===== src/rtl/regfile_mp_if.sv =====
// Register-file port bundle: decode read addresses, writeback write port, read data and busy.
interface regfile_mp_if #(
  parameter int unsigned XLEN = 32,
  parameter int unsigned AW   = 5,
  parameter int unsigned NRD  = 2
);
  logic                  reg_write;
  logic [AW-1:0]         write_reg;
  logic [XLEN-1:0]       write_data;
  logic [NRD*AW-1:0]     read_reg;
  logic [NRD*XLEN-1:0]   read_data;
  logic                  busy;

  modport master (
    output reg_write, write_reg, write_data, read_reg,
    input  read_data, busy
  );

  modport slave (
    input  reg_write, write_reg, write_data, read_reg,
    output read_data, busy
  );
endinterface


===== src/rtl/regfile_mp.sv =====
// Parametrised multi-read-port register file with hardwired x0 and a synchronous clear sequencer.
// Optional macro RF_BYPASS_EN: forward the write port to matching read ports in the same cycle.
module regfile_mp #(
  parameter int unsigned XLEN = 32,
  parameter int unsigned AW   = 5,
  parameter int unsigned NRD  = 2
) (
  input  logic         clk,
  input  logic         reset,
  regfile_mp_if.slave  bus
);

  localparam int unsigned NREGS = 1 << AW;

  typedef enum logic {
    S_CLEAR = 1'b0,
    S_RUN   = 1'b1
  } state_e;

  state_e              r_state;
  state_e              w_state_nxt;
  logic [AW-1:0]       r_clr_idx;
  logic [AW-1:0]       w_clr_idx_nxt;
  logic [XLEN-1:0]     r_mem [NREGS];

  logic                w_we;
  logic [AW-1:0]       w_waddr;
  logic [XLEN-1:0]     w_wdata;
  logic                w_busy;
  logic [NRD*XLEN-1:0] w_read_data;

  // State register; reset only restarts the sequencer, array contents are left alone
  always_ff @(posedge clk) begin
    if (reset) begin
      r_state   <= S_CLEAR;
      r_clr_idx <= '0;
    end else begin
      r_state   <= w_state_nxt;
      r_clr_idx <= w_clr_idx_nxt;
    end
  end

  // Next-state and array write-port selection
  always_comb begin
    w_state_nxt   = r_state;
    w_clr_idx_nxt = r_clr_idx;
    w_we          = 1'b0;
    w_waddr       = '0;
    w_wdata       = '0;
    unique case (r_state)
      S_CLEAR: begin
        w_we          = 1'b1;
        w_waddr       = r_clr_idx;
        w_clr_idx_nxt = r_clr_idx + AW'(1);
        if (r_clr_idx == AW'(NREGS - 1)) begin
          w_state_nxt = S_RUN;
        end
      end
      S_RUN: begin
        if (bus.reg_write && (bus.write_reg != '0)) begin
          w_we    = 1'b1;
          w_waddr = bus.write_reg;
          w_wdata = bus.write_data;
        end
      end
      default: begin
        w_state_nxt = S_CLEAR;
      end
    endcase
  end

  // Storage array; a write presented on a reset edge is discarded
  always_ff @(posedge clk) begin
    if (!reset && w_we) begin
      r_mem[w_waddr] <= w_wdata;
    end
  end

  assign w_busy = (r_state == S_CLEAR);

  // Per-port combinational read; x0 and busy force zero
  for (genvar p = 0; p < NRD; p++) begin : g_rd
    logic [AW-1:0]   w_addr;
    logic [XLEN-1:0] w_rdata;

    assign w_addr = bus.read_reg[p*AW +: AW];

    always_comb begin
      w_rdata = '0;
      if (!w_busy && (w_addr != '0)) begin
`ifdef RF_BYPASS_EN
        if (bus.reg_write && (bus.write_reg == w_addr)) begin
          w_rdata = bus.write_data;
        end else begin
          w_rdata = r_mem[w_addr];
        end
`else
        w_rdata = r_mem[w_addr];
`endif
      end
    end

    assign w_read_data[p*XLEN +: XLEN] = w_rdata;
  end

  assign bus.read_data = w_read_data;
  assign bus.busy      = w_busy;

endmodule

===== src/flat_wrapper.sv =====
// flat-port wrapper written by rule: the top's interface ports become plain ports
module regfile_mp_flat 
#(
  parameter int unsigned XLEN = 32,
  parameter int unsigned AW   = 5,
  parameter int unsigned NRD  = 2
)
  (clk, reset, bus_reg_write, bus_write_reg, bus_write_data, bus_read_reg, bus_read_data, bus_busy);
  regfile_mp_if #(.XLEN(XLEN), .AW(AW), .NRD(NRD)) bus_i ();
  input  logic clk;
  input  logic reset;
  input wire logic [$bits(bus_i.reg_write)-1:0] bus_reg_write;
  input wire logic [$bits(bus_i.write_reg)-1:0] bus_write_reg;
  input wire logic [$bits(bus_i.write_data)-1:0] bus_write_data;
  input wire logic [$bits(bus_i.read_reg)-1:0] bus_read_reg;
  output wire logic [$bits(bus_i.read_data)-1:0] bus_read_data;
  output wire logic [$bits(bus_i.busy)-1:0] bus_busy;
  assign bus_i.reg_write = bus_reg_write;
  assign bus_i.write_reg = bus_write_reg;
  assign bus_i.write_data = bus_write_data;
  assign bus_i.read_reg = bus_read_reg;
  assign bus_read_data = bus_i.read_data;
  assign bus_busy = bus_i.busy;
  regfile_mp #(.XLEN(XLEN), .AW(AW), .NRD(NRD)) u_core (.clk(clk), .reset(reset), .bus(bus_i));
endmodule

===== config.mk =====
export PLATFORM = sky130hd
export DESIGN_NAME = regfile_mp_flat
export DESIGN_NICKNAME = d
export VERILOG_FILES = /design/src/rtl/regfile_mp_if.sv /design/src/rtl/regfile_mp.sv /design/src/flat_wrapper.sv
export SDC_FILE = /design/constraint.sdc
export NUM_CORES = 1
export LEC_CHECK = 0
export CORE_MARGIN = 3
export CORE_UTILIZATION = 25
export CTS_CLUSTER_SIZE = 10
export DETAILED_ROUTE_END_ITERATION = 10
export PLACE_DENSITY_LB_ADDON = 0.12
export RECOVER_POWER = 25
export SYNTH_ARGS = -nofsm -noshare
export SYNTH_HDL_FRONTEND = slang
export SYNTH_SLANG_ARGS = --single-unit

===== constraint.sdc =====
create_clock -name clk -period 11.24 [get_ports clk]
set_input_delay 3.372 -clock clk [delete_from_list [all_inputs] [get_ports clk]]
set_output_delay 3.372 -clock clk [all_outputs]
set_load 0.05 [all_outputs]

==> reports/qor.yml, run 1 <==
violations: "capacitance limit, slew limit"
tightest_slew_ns: 4.40
ys_warn_count: 0
cp_slowest_cell: "nand3b_1"
drt-total-wl_mm: 187
status: "finished, violations left"
slew_headroom: -1.94
layout_common_cells: "1,024 x edfxtp_1, 388 x mux4_2, 350 x mux2i_1, 125 x clkbuf_16, 104 x buf_4"
cts.sinks: 1030
final_common_cell: "edfxtp_1"
insertion_delay_ns: 0.76
postSynth.asyncResetShare: 0
first_pass_iters: 7
wl_per_cell_microns: 35.4
cp_data_arrival_time_ns: 7.03
track_usage: 0.187
rows: 160
grt_max_degree: 68
cp_common_cell: "clkdlybuf4s50_1"
max-vdd-ir-drop_mv: 0.118
grt_pass1_vias: 30100
setup_viol: 0
start_util: 0.253
post_cts_buffers: 0
finalCriticalPeriod_ns: 10.40
path_clk_slew_ns: 0.06
postRouteAntennaNets: 0
cts_tree: "done"
viasPerCell: 5.32
holdBufCountCts: 0
fin_crit_sh: 0.925
gp_congestion: 0.766
synth.distinct_cells: 49
dominantRegCellSynth: "edfxtp_1"
vias: 28100
p_per_area_nw_per_um2: 149
fin_skew_ns: 0.0463
synthCells: 2550
h-tree-depth: 3
grt_first_pass_wirelength_mm: 258
rsz0062_at_grt: "no"
final_nets: 2750
fmax_mhz: 96.1
cp_num_buf_inv: 3
drv_slew: 753
path_class: "in -> out"
cp-end-kind: "output port"
holdWs_ns: 0.521
drt_iter0_drc: 2846
start_kind: "input pin"
required_ns: 7.87
synth_area_sq_um: 48300
synth_edf_count: 1024
dieArea_sq_um: 198000
root_buffer: "clkbuf_16"
crit_family: "buffers and inverters"
post-route-drc-count: 0
global_route.overflow_total: 0
clk_path_buf_depth: 3
final_layout_size_suffix_gt1_frac: 0.280
syn_nets: 2602
p_leak_nw: 17.3
core_area_sq_um: 191000
area_growth_pct: 16.6
worstPathCellList: "clkdlybuf4s50_1 > nand3b_1 > buf_4 > o22a_1 > o221ai_1 > clkdlybuf4s50_1"
io_pins: 115
synth-seq-cells: 1030
final_hold_viol_count: 0
fp.dieW_microns: 446
synth.avg_cell_area_sq_um: 18.9
cts_inserted_buffers: 121
cp_max_fo: 14
postCtsResizedCells: 0
antenna_found_initial: 5
portBuffers: 114
worstHoldPathType: "reg -> reg"
ys_seq_area_frac: 0.639
dp_hpwl_mm: 107
die_h_microns: 446
cap_violations: 29
critPathMaxStageDelay_ns: 1.05
fin_tns_setup_ns: 0
## registers in the layout, summed over array words and instances, names as in the netlist
register,flops
u_core.r_mem,1024
u_core.r_clr_idx,5
u_core.r_state,1
## worst paths after layout
kind	cells past startpoint	end	slack, ns	startpoint
setup / recovery	6	bus_read_data[22]	0.84	bus_read_reg[4]
hold / removal	2	u_core.r_clr_idx[0]$_SDFFE_PP0N_	0.52	u_core.r_clr_idx[0]$_SDFFE_PP0N_
setup reg to reg	6	u_core.r_mem[25][19]$_DFFE_PP_	5.90	u_core.r_state$_SDFF_PP0_
hold reg to reg	2	u_core.r_clr_idx[0]$_SDFFE_PP0N_	0.52	u_core.r_clr_idx[0]$_SDFFE_PP0N_
## synthesized netlist by cell type (all sizes together) (4+ instances only)
| master | instances | area [sq um] |
|---|---|---|
| clkbuf | 75 | 285 |
| mux2i | 350 | 3500 |
| o22a | 26 | 228 |
| mux2 | 46 | 518 |
| nand3 | 50 | 250 |
| a2bb2oi | 32 | 280 |
| nor2 | 47 | 179 |
| a21oi | 48 | 240 |
| nand4 | 8 | 50.1 |
| o221ai | 89 | 780 |
| dfxtp | 6 | 120 |
| nand2 | 72 | 270 |
| edfxtp | 1024 | 30700 |
| a211oi | 32 | 290 |
| inv | 4 | 15.0 |
| a22oi | 14 | 105 |
| nand2b | 4 | 25.0 |
| mux4 | 388 | 8740 |
| nor2b | 8 | 50.1 |
| and2 | 35 | 219 |
| a221oi | 32 | 424 |
| buf | 131 | 744 |
## per-layer routing
| layer | vias up | wire length (microns) | global-route usage |
|---|---|---|---|
| li1 | 11200 | - | - |
| met1 | 15500 | 80500 | 0.251 |
| met2 | 1093 | 91700 | 0.315 |
| met3 | 249 | 10400 | 0.0303 |
| met4 | 0 | 4450 | 0.0432 |
| met5 | - | 0 | 0 |
## power by group
group          internal [mW]  switching, mW
Sequential              4.19         0.0124
Combinational          0.253          0.346
Clock                   2.01           1.57
## stage by stage
stage               instances  utilization  worst slack [ns]  cell area, sq um  total power [mW]
global placement         5086        0.277             0.867             53000              4.89
finish                   5279        0.295             0.839             56300              8.38
global route             5277        0.295             0.841             56300              8.66
floorplan                2550            -              2.14             48300              4.66
detailed placement       5086        0.277             0.843             53000              4.89
CTS                      5277        0.295             0.831             56400              8.49
## worst reg2reg max path, cell delays in order, from the launching register on
cell and delay (ns):
dfxtp_1 0.31, buf_4 0.32, inv_1 0.35, o32ai_1 0.48, nand2_1 0.27, nor2_4 0.15
clkbuf_1 2.87
## logic make-up (layout without fill, tap and decap cells)
kind of cell    Yosys count  in the layout  share of synthesized area
xor+xnor                  2              2                   0.000363
compound gates          281            281                     0.0497
buf+inv                 210            426                     0.0216
flops                  1030           1030                      0.639
fa+ha+maj                 2              2                   0.000518
simple gates            241            241                     0.0243
other cells               0              2                          0
mux                     784            784                      0.264
## area by class of cell
| class | instances | area (sq um) |
|---|---|---|
| Inverter | 4 | 15.0 |
| Sequential cell | 1030 | 30900 |
| Clock buffer | 162 | 3290 |
| Tap cell | 2511 | 3140 |
| Multi-Input combinational cell | 1310 | 16600 |
| Clock inverter | 29 | 163 |
| Timing Repair Buffer | 231 | 2210 |
| Antenna cell | 2 | 5.00 |
| Fill cell | 18700 | 135000 |
Power figures use the tool's default switching activity.
==> inputs of run 2 (changes only) <==
Settings changed: CORE_UTILIZATION 25 to 24, PLACE_DENSITY set to 0.38, PLACE_DENSITY_LB_ADDON 0.12 to not set, REMOVE_ABC_BUFFERS set to 1.
==> reports/qor.yml, run 2 (synthesis results as in run 1) <==
status: "finished, violations left"
violations: "capacitance limit, slew limit"
finalCriticalPeriod_ns: 10.29
cts_inserted_buffers: 121
dieArea_sq_um: 207000
grt_first_pass_wirelength_mm: 249
fin_skew_ns: 0.0186
cp_num_buf_inv: 3
post-route-drc-count: 0
insertion_delay_ns: 0.72
grt_max_degree: 76
crit_family: "buffers and inverters"
p_leak_nw: 17.2
use_met3: 0.0248
antenna_found_initial: 2
final_hold_viol_count: 0
rsz0062_at_grt: "no"
vias: 27500
holdBufCountCts: 0
worstHoldPathType: "reg -> reg"
wl_per_cell_microns: 33.5
viasPerCell: 5.09
largest-register: "u_core.r_mem"
final_nets: 2739
postCtsResizedCells: 0
layout_common_cells: "1,024 x edfxtp_1, 388 x mux4_2, 350 x mux2i_1, 127 x clkbuf_16"
clk_path_buf_depth: 3
largest_reg_flops: 1024
cts_tree: "done"
grt_pass1_vias: 29800
required_ns: 7.87
cp-end-kind: "output port"
slew_headroom: -1.57
first_pass_iters: 8
final_common_cell: "edfxtp_1"
global_route.overflow_total: 0
reg_top3: "u_core.r_mem x1024, u_core.r_clr_idx x5, u_core.r_state x1"
cts.sinks: 1030
area_growth_pct: 16.5
rows: 164
h-tree-depth: 3
postRouteAntennaNets: 0
power_mw: 8.36
use_met2: 0.309
drv_slew: 510
io_pins: 115
track_usage: 0.173
grtUsageMet1: 0.212
fmax_mhz: 97.2
drt_iter0_drc: 2437
post_cts_buffers: 0
path_clk_slew_ns: 0.06
start_kind: "input pin"
cp_data_arrival_time_ns: 6.92
root_buffer: "clkbuf_16"
max-vdd-ir-drop_mv: 0.110
start_util: 0.242
p_per_area_nw_per_um2: 149
portBuffers: 114
tightest_slew_ns: 3.86
final_layout_size_suffix_gt1_frac: 0.271
worstPathCellList: "buf_8 > buf_4 > nand3b_2 > o221ai_1 > a221oi_2 > a211oi_1 > clkdlybuf4s50_1"
setup_viol: 0
die_h_microns: 455
cp_max_fo: 31
critPathMaxStageDelay_ns: 0.93
fin_crit_sh: 0.915
core_area_sq_um: 200000
fin_tns_setup_ns: 0
dp_hpwl_mm: 105
cp_slowest_cell: "clkdlybuf4s50_1"
globalRoute.busiestLayer: "met2"
cap_violations: 25
gp_congestion: 0.768
path_class: "in -> out"
drt-total-wl_mm: 181
fp.dieW_microns: 455
[run 2: cell count changes in the layout (fill, tap and decap cells not counted), sizes merged]
cell           change
clkinv             -8
clkdlybuf4s50     +14
clkbuf            -16
dlygate4sd3        +1
bufinv             +2
buf               -16
[run 2: path summary, 6_finish.rpt]
| path | from | depth (start not counted) | slack (ns) | endpoint |
|---|---|---|---|---|
| worst min register to register | u_core.r_clr_idx[0]$_SDFFE_PP0N_ | 2 | 0.53 | u_core.r_clr_idx[0]$_SDFFE_PP0N_ |
| worst min-delay path | u_core.r_clr_idx[0]$_SDFFE_PP0N_ | 2 | 0.53 | u_core.r_clr_idx[0]$_SDFFE_PP0N_ |
| worst max-delay path | bus_read_reg[7] | 7 | 0.95 | bus_read_data[49] |
| worst max register to register | u_core.r_state$_SDFF_PP0_ | 6 | 6.20 | u_core.r_mem[21][7]$_DFFE_PP_ |
[run 2: power by group]
part           leakage, nW  total (mW)  internal [mW]  switching [mW]
sequential            8.87        4.20           4.19          0.0120
combinational         6.63       0.576          0.246           0.330
clock                 1.68        3.58           2.05            1.53
total                 17.2        8.36           6.49            1.87
[run 2: metal layers]
| metal | share of wire | vias to the layer above |
|---|---|---|
| li1 | - | 11200 |
| met5 | 0 | - |
| met4 | 0.033 | 0 |
| met1 | 0.40 | 15100 |
| met3 | 0.047 | 241 |
| met2 | 0.52 | 972 |
[run 2: layout make-up]
class / instances / area, sq um
Timing Repair Buffer: 220 / 2100
Antenna cell: 2 / 5.00
Inverter: 4 / 15.0
Clock inverter: 23 / 158
Clock buffer: 156 / 3290
Fill cell: 19800 / 144000
Sequential cell: 1030 / 30900
Multi-Input combinational cell: 1310 / 16500
Tap cell: 2656 / 3320
[run 2: stage by stage]
step	cells	hold WS (ns)	instance area, sq um	worst slack (ns)	util
after CTS	5399	0.520	56400	0.968	0.282
final	5401	0.527	56300	0.952	0.282
after floorplan	2344	0.477	47300	0.800	-
after global placement	5220	0.508	53000	0.916	0.265
after global routing	5399	0.593	56300	0.884	0.281
after detailed placement	5220	0.507	53000	0.965	0.265
[run 2: worst min-delay path, delay by kind of cell (launching register included)]
family        cells  cell delay, ns
simple gates      2            0.15
flops             1            0.33
